<file path="config.mk">
export PLATFORM = sky130hd
export DESIGN_NAME = rca_nibble_sequencer
export DESIGN_NICKNAME = d
export VERILOG_FILES = /design/src/rtl/rca_nibble_sequencer.sv
export SDC_FILE = /design/constraint.sdc
export NUM_CORES = 1
export LEC_CHECK = 0
export ABC_AREA = 1
export ABC_CLOCK_PERIOD_IN_PS = 2600
export CAP_MARGIN = 0
export CORE_MARGIN = 4
export CORE_UTILIZATION = 30
export DETAILED_ROUTE_END_ITERATION = 8
export GPL_ROUTABILITY_DRIVEN = 1
export GPL_TIMING_DRIVEN = 0
export PLACE_DENSITY = 0.55
export SLEW_MARGIN = 0
export SYNTH_ARGS = -nofsm -noshare
export SYNTH_HDL_FRONTEND = slang
export SYNTH_SLANG_ARGS = --single-unit
</file>
<file path="constraint.sdc">
create_clock -name clk -period 2.6 [get_ports clk]
set_input_delay 0.39 -clock clk [delete_from_list [all_inputs] [get_ports clk]]
set_output_delay 0.39 -clock clk [all_outputs]
set_load 0.005 [all_outputs]
</file>
<file path="src/rtl/rca_nibble_sequencer.sv">
// Purpose : WIDTH-bit adder built by time-sharing one 4-bit ripple-carry adder, LSB nibble first.
// Latency : out_valid rises exactly NIBBLES cycles after the accepting edge; one op per NIBBLES+2 cycles.
// Backpressure: in_ready only in IDLE (no queueing); result/cout_out held in DONE until out_ready.
//
// Ports:
//   clk, rst_n                 clock, asynchronous active-low reset
//   in_valid / in_ready        operand handshake (op_a, op_b, op_cin[, op_sub])
//   out_valid / out_ready      result handshake (result, cout_out)
//   busy                       high while an operation is in ADD or DONE
// Optional feature macro: SEQ_SUB_EN adds port op_sub (A - B, cout_out=1 means no borrow).

module rca_nibble_sequencer #(
    parameter int WIDTH = 16
) (
    input  logic             clk,
    input  logic             rst_n,
    input  logic             in_valid,
    output logic             in_ready,
    input  logic [WIDTH-1:0] op_a,
    input  logic [WIDTH-1:0] op_b,
    input  logic             op_cin,
`ifdef SEQ_SUB_EN
    input  logic             op_sub,
`endif
    output logic             out_valid,
    input  logic             out_ready,
    output logic [WIDTH-1:0] result,
    output logic             cout_out,
    output logic             busy
);

    localparam int NIBBLES = WIDTH / 4;
    localparam int IDXW    = $clog2(NIBBLES);
    localparam logic [IDXW-1:0] LAST_IDX = IDXW'(NIBBLES - 1);

    if ((WIDTH % 4) != 0 || WIDTH < 8) begin : g_width_check
        $error("rca_nibble_sequencer: WIDTH must be a multiple of 4 and >= 8");
    end

    typedef enum logic [1:0] {
        S_IDLE = 2'd0,
        S_ADD  = 2'd1,
        S_DONE = 2'd2
    } state_t;

    state_t            state_q, state_d;
    logic [IDXW-1:0]   idx_q, idx_d;
    logic              carry_q, carry_d;
    logic [WIDTH-1:0]  a_q, a_d;
    logic [WIDTH-1:0]  b_q, b_d;
    logic [WIDTH-1:0]  result_q, result_d;
    logic              cout_q, cout_d;

    // Shared 4-bit ripple-carry adder slice
    logic [3:0]        rca_a, rca_b, rca_sum;
    logic              rca_cin, rca_cout;

    // Nibble select: bit offset is idx*4
    assign rca_a   = a_q[{idx_q, 2'b00} +: 4];
    assign rca_b   = b_q[{idx_q, 2'b00} +: 4];
    assign rca_cin = carry_q;

    always_comb begin : rca4
        logic c;
        c       = rca_cin;
        rca_sum = '0;
        for (int i = 0; i < 4; i++) begin
            rca_sum[i] = rca_a[i] ^ rca_b[i] ^ c;
            c          = (rca_a[i] & rca_b[i]) | (c & (rca_a[i] ^ rca_b[i]));
        end
        rca_cout = c;
    end

    always_comb begin
        state_d  = state_q;
        idx_d    = idx_q;
        carry_d  = carry_q;
        a_d      = a_q;
        b_d      = b_q;
        result_d = result_q;
        cout_d   = cout_q;

        case (state_q)
            S_IDLE: begin
                if (in_valid) begin
                    a_d     = op_a;
                    b_d     = op_b;
                    carry_d = op_cin;
`ifdef SEQ_SUB_EN
                    // Two's complement subtract: A + ~B + 1; op_cin is not used
                    if (op_sub) begin
                        b_d     = ~op_b;
                        carry_d = 1'b1;
                    end
`endif
                    idx_d   = '0;
                    state_d = S_ADD;
                end
            end
            S_ADD: begin
                result_d[{idx_q, 2'b00} +: 4] = rca_sum;
                carry_d = rca_cout;
                if (idx_q == LAST_IDX) begin
                    // Clear rather than increment so idx never leaves 0..NIBBLES-1
                    idx_d   = '0;
                    cout_d  = rca_cout;
                    state_d = S_DONE;
                end else begin
                    idx_d = idx_q + 1'b1;
                end
            end
            S_DONE: begin
                if (out_ready) begin
                    state_d = S_IDLE;
                end
            end
            default: begin
                state_d = S_IDLE;
            end
        endcase
    end

    always_ff @(posedge clk or negedge rst_n) begin
        if (!rst_n) begin
            state_q  <= S_IDLE;
            idx_q    <= '0;
            carry_q  <= 1'b0;
            a_q      <= '0;
            b_q      <= '0;
            result_q <= '0;
            cout_q   <= 1'b0;
        end else begin
            state_q  <= state_d;
            idx_q    <= idx_d;
            carry_q  <= carry_d;
            a_q      <= a_d;
            b_q      <= b_d;
            result_q <= result_d;
            cout_q   <= cout_d;
        end
    end

    assign in_ready  = (state_q == S_IDLE);
    assign out_valid = (state_q == S_DONE);
    assign busy      = (state_q != S_IDLE);
    assign result    = result_q;
    assign cout_out  = cout_q;

endmodule

</file>
Word level (Yosys, flattened, before mapping). Index checks and enable logic that the tools add are counted.

Add/subtract/negate cells: 2. Equal/unequal tests: 6. Shift operators: 4. Multiplexer cells: 10. Bitwise gates (word level): 20. Reduce and logical (&&, ||, !) cells: 7.

Operator list (number): $shiftx A16 B5 Y4 (2); $bwmux W16 (1); $shift A4 B6 Y16 const A (1); $shiftx A4 B6 Y16 (1); $mux W2 (5); $and A1 B1 Y1 (8); $xor A1 B1 Y1 (8); $neg A4 Y6 (1); $pmux W2 S3 (1); $reduce_and A2 Y1 (3); $eq A2 B2 Y1 const B (2); $ne A2 B2 Y1 const B (2); $or A1 B1 Y1 (4); $pmux W2 S2 (1); $reduce_bool A2 Y1 (2); $reduce_and A3 Y1 (1); $add A2 B1 Y2 const B (1); $eq A2 B1 Y1 const B (1); $logic_not A2 Y1 (1); $ne A2 B1 Y1 const B (1); $pmux W1 S2 (1); $mux W1 (1).

Register bits after elaboration: 54. Input port bits: 37. Output and inout port bits: 20. Logic and storage cells: 56.

Logic depth before layout (Yosys ltp). Gate-level depths: netlist of run 1.

Word-level depth: 11. Gate-level depth with buffers: 16. Gate-level depth less buffers: 15.

Least setup slack after synthesis of run 1. No wires, ideal clock.

Path kind: register -> register. Start point: register idx_q[0]. End point: register result_q[11], in the netlist result[11]. Library setup time: 117 ps. Arrival: 2644 ps. Data required time: 2483 ps. Slack: -162 ps. Cell stages (with the launch flop): 17. Buffers on the path: 1. Period minus slack after synthesis: 2762 ps. Path through: dfrtp_1 > inv_1 > buf_2 > nand2_1 > nand3_1 > nand2_1 > fa_1 > inv_1 > fa_1 > inv_1 > fa_1 > inv_1 > fa_1 > nand2_1 > inv_1 > nand3_1 > nand2_1.

Word-level cells in the longest chain between the ends: 11. Elaborated cells on any way between the ends: 23. Those cells by class: 1 x add/sub; 4 x shift; 1 x mux; 17 x bitwise.

RTL lines: start: declaration (RTL line 47) `logic [IDXW-1:0] idx_q, idx_d;`; start signal: assignment (RTL line 134) `idx_q <= idx_d;`; $shiftx A16 B5 Y4, on equally long branches (RTL line 59, 60); $xor A1 B1 Y1 (RTL line 68, 69); $and A1 B1 Y1 (RTL line 69) `c = (rca_a[i] & rca_b[i]) | (c & (rca_a[i] ^ rca_b[i]));`; $or A1 B1 Y1 (RTL line 69); $and A1 B1 Y1 (RTL line 69); $or A1 B1 Y1 (RTL line 69); $and A1 B1 Y1 (RTL line 69); $or A1 B1 Y1 (RTL line 69); $xor A1 B1 Y1 (RTL line 68) `rca_sum[i] = rca_a[i] ^ rca_b[i] ^ c;`; $shiftx A4 B6 Y16 (RTL line 101) `result_d[{idx_q, 2'b00} +: 4] = rca_sum;`; $bwmux W16 * (RTL line 101); end signal: assignment (RTL line 138) `result_q <= result_d;`; end: declaration (RTL line 51) `logic [WIDTH-1:0] result_q, result_d;`.

Mark *: on every way between the ends. The rest lies on a longest branch, timed or not. A chain may end at the register's enable or synchronous reset.

Worst setup path after layout of run 1.
Start point: register idx_q[0]. End point: register result_q[15], in the netlist result[15].

Same word-level chain as after synthesis.

==> run_results.csv, run 1 <==
group,metric,value,unit
status,status,"finished, violations left",
status,violations,"negative setup slack",
placed_design,dp_hpwl,5180,um
placed_design,pre_cts_ws,-0.343,ns
logic_synthesis,synth_cells,339,
clock_network,clk_path_buf_depth,2,
worst_hold_path,hold_class,"in -> async",
power_and_ir_drop,pwr-share-clk,9.6,%
finish,regArea,1350,sq um
timing,slew_violations,0,
setup_path,crit_chain,"inv_4, buf_8, nand2_4, nand3_2, nand2_2, fa_2, inv_2, fa_2, inv_2, fa_2, inv_2, fa_2, nand2_2, nor2_2, nand2_1, nand2_1",
drt,remaining_drc_errors,0,
setup_path,cp.arrival,2.89,ns
setup_path,worstSetupStartpointType,"register",
floorplanning,ios,57,
timing,timing.final.crit_period,2.69,ns
clock_network,cts_tree,"done",
global_route,grt_max_degree,30,
flow_run,drv_cap,0,
logic_synthesis,syn_nets,386,
clock_network,cts-root-buf,"clkbuf_8",
setup_path,critPathMaxFanout,4,
finish,fillCellCount,929,
floorplanning,fp.dieH,103,um
drt,vias,2372,
placed_design,place_congestion,0.835,
global_route,track_usage,14.0,%
timing,holdWs,0.0751,ns
logic_synthesis,ys_seq_area_share,49.5,%
global_route,grt_pass1_wl,11500,um
finish,fin_nets,462,
logic_synthesis,synth_top_area_cell,"dfrtp_1",
clock_network,cts_hold_buf,0,
power_and_ir_drop,p_comb_share,59.3,%
timing,final.setup.worst_slack,-0.0881,ns
power_and_ir_drop,seqPwrFrac,31.0,%
finish,diodes,0,
setup_path,max_stage_delay,0.46,ns
setup_path,path_class,"reg -> reg",
timing,timing.fmax,372,MHz
power_and_ir_drop,vdd_drop_max,0.500,mV
floorplanning,coreArea,8810,sq um
timing,setup_viol,3,
timing,fin_skew,0.00369,ns
finish,multi_input_area,1270,sq um
clock_network,clk-insertion-delay-late,0.30,ns
logic_synthesis,ys_top_cells_by_area,"dfrtp_1, nand2_1, nand3_1",
placed_design,io_buffer_count,55,
logic_synthesis,synth.top_cell.area_share,49.5,%
drt,vias_per_cell,4.54,
timing,worstMarginPinSlew,0.594,ns
floorplanning,die_w,103,um
clock_network,cts_max_level,2,
power_and_ir_drop,leakage,0.00184,uW
power_and_ir_drop,power_density,1250,nW/um^2
logic_synthesis,syn_avg_cell_area,8.05,sq um
floorplanning,die_area,10700,sq um
finish,areaGrowthSynthToFinish,35.9,%
timing,timing.slew.headroom,60.4,%
timing,final-hold-violation-count,0,
global_route,overflow,0,
setup_path,cp.required,2.80,ns
global_route,first_global_vias,2425,
power_and_ir_drop,p_int,2580,uW
clock_network,clk_pin_slew,0.09,ns
logic_synthesis,synth_cell_types,24,
floorplanning,rows,34,
global_route,antenna_found_initial,0,
logic_synthesis,synth-seq-cells,54,
drt,ant_nets,0,
drt,avgRoutedWirePerCell,13.1,um
setup_path,cp-end-kind,"register",
power_and_ir_drop,p_sw_share,44.3,%
setup_path,crit_path_frequent_cell,"fa_2",
logic_synthesis,synth_area,2730,sq um
finish,final_layout_size_suffix_gt1_share,16.6,%
timing,rsz0062_at_grt,"true",
clock_network,cts_sinks,54,
drt,wl,6850,um
drt,drtIter0Drc,52,
clock_network,cts_buffers,5,
drt,drt-pass1-iter-count,4,
finish,post-route-util,42.1,%
logic_synthesis,yosysWarnings,0,
setup_path,slowest_stage,"dfrtp_2",
power_and_ir_drop,p_total,4630,uW
floorplanning,initial_core_util,31.0,%
power_and_ir_drop,switching_power,2050,uW
timing,final.period_utilization,103,%
[cell usage in the layout, fill, tap and decap left out, types with 6 or more instances in the layout]
master / count
buf_4: 15
dfrtp_1: 52
buf_2: 7
nand3_1: 48
clkdlybuf4s50_1: 54
nand2_2: 6
o21ai_0: 10
inv_1: 15
clkbuf_8: 6
ha_1: 6
nand3_2: 7
nor2_1: 19
nand2_1: 131
[state kept, by name, indices dropped and copies added, names as in the netlist]
signal and cells:
state_q 2, b_q 16, carry_q 1, result 16
a_q 16, idx_q 2, cout_out 1
[power by group through the flow]
stage	sequential (uW)	clock [uW]	combinational, uW
2_1_floorplan	1400	0	1650
3_3_place_gp	1460	0	2380
3_5_place_dp	1470	0	2430
4_1_cts	1430	466	2710
5_1_grt	1480	508	3150
6_report	1440	447	2750
[path summary, 6_finish.rpt]
path | startpoint | end | cells past startpoint | slack, ns
min in group clk | in_valid | a_q[9] | 3 | 0.43
worst min-delay path | rst_n | result[11] | 1 | 0.08
worst min register to register | a_q[1] | a_q[1] | 2 | 0.48
worst max register to register | idx_q[0] | result[15] | 16 | -0.09
worst max-delay path | idx_q[0] | result[15] | 16 | -0.09
max in group asynchronous | rst_n | idx_q[1] | 2 | 1.95
[worst max-delay path: cells and delay by family, from the launching register on]
kind | cells | cell delay, ns
AND/OR/NAND/NOR | 7 | 0.43
flip-flops | 1 | 0.46
buffers and inverters | 5 | 0.38
adder cells (fa/ha/maj) | 4 | 1.31
[metrics by stage]
step                      instances  instance area (sq um)  setup TNS (ns)
after global routing            523                   3710          -0.846
after floorplan                 339                   2750         -0.0115
after CTS                       520                   3670          -0.254
after global placement          502                   3440          -27.43
final                           523                   3710          -0.238
after detailed placement        503                   3450           -1.92
[synthesized netlist by cell type, drive strengths merged]
library cell and instances:
buf 15, clkbuf 1, dfrtp 54, fa 4, ha 6, inv 21, nand2 139, nand3 55
nand4 2, nor2 24, o211ai 4, o21ai 13, o31ai 1
[layout make-up]
type                    instances  share of cell area [%]
well taps                     108                    3.64
repair buffers                 69                    18.0
plain buffers                  16                    3.41
clock inverters                 2                   0.270
multi-input cells             248                    34.2
clock buffers                   5                    1.85
flip-flops and latches         54                    36.5
inverters                      21                    2.19
[routing by layer]
metal | share of wire (%) | track usage, %
met4 | 0.99 | 3.29
met5 | 0 | 0
met3 | 4.9 | 2.95
met1 | 45 | 18.5
met2 | 49 | 23.4
[logic make-up after synthesis]
family / after synthesis / share of synthesized area (%)
and+or+nand+nor: 220 / 34.7
AOI/OAI and AO/OA: 18 / 3.90
DFF: 54 / 49.5
adders and majority gates: 10 / 5.68
buffers and inverters: 37 / 6.19
[what timing repair did]
action	4_1_cts	5_1_grt
buffers inserted	10	3
resized for setup	19	7
endpoints found under the hold margin	0	0
setup endpoints to repair	10	7
pin swaps	7	7
(Power assumes the default switching activity.)
==> run 2: changes to the inputs <==
--- a/config.mk
+++ b/config.mk
@@ -10,6 +10,7 @@
 export CAP_MARGIN = 0
 export CORE_MARGIN = 4
 export CORE_UTILIZATION = 30
+export CTS_BUF_LIST = sky130_fd_sc_hd__clkbuf_8
 export DETAILED_ROUTE_END_ITERATION = 8
 export GPL_ROUTABILITY_DRIVEN = 1
 export GPL_TIMING_DRIVEN = 0
==> results of run 2 <==
Final layout, timing and power as in run 1 (identical DEF).
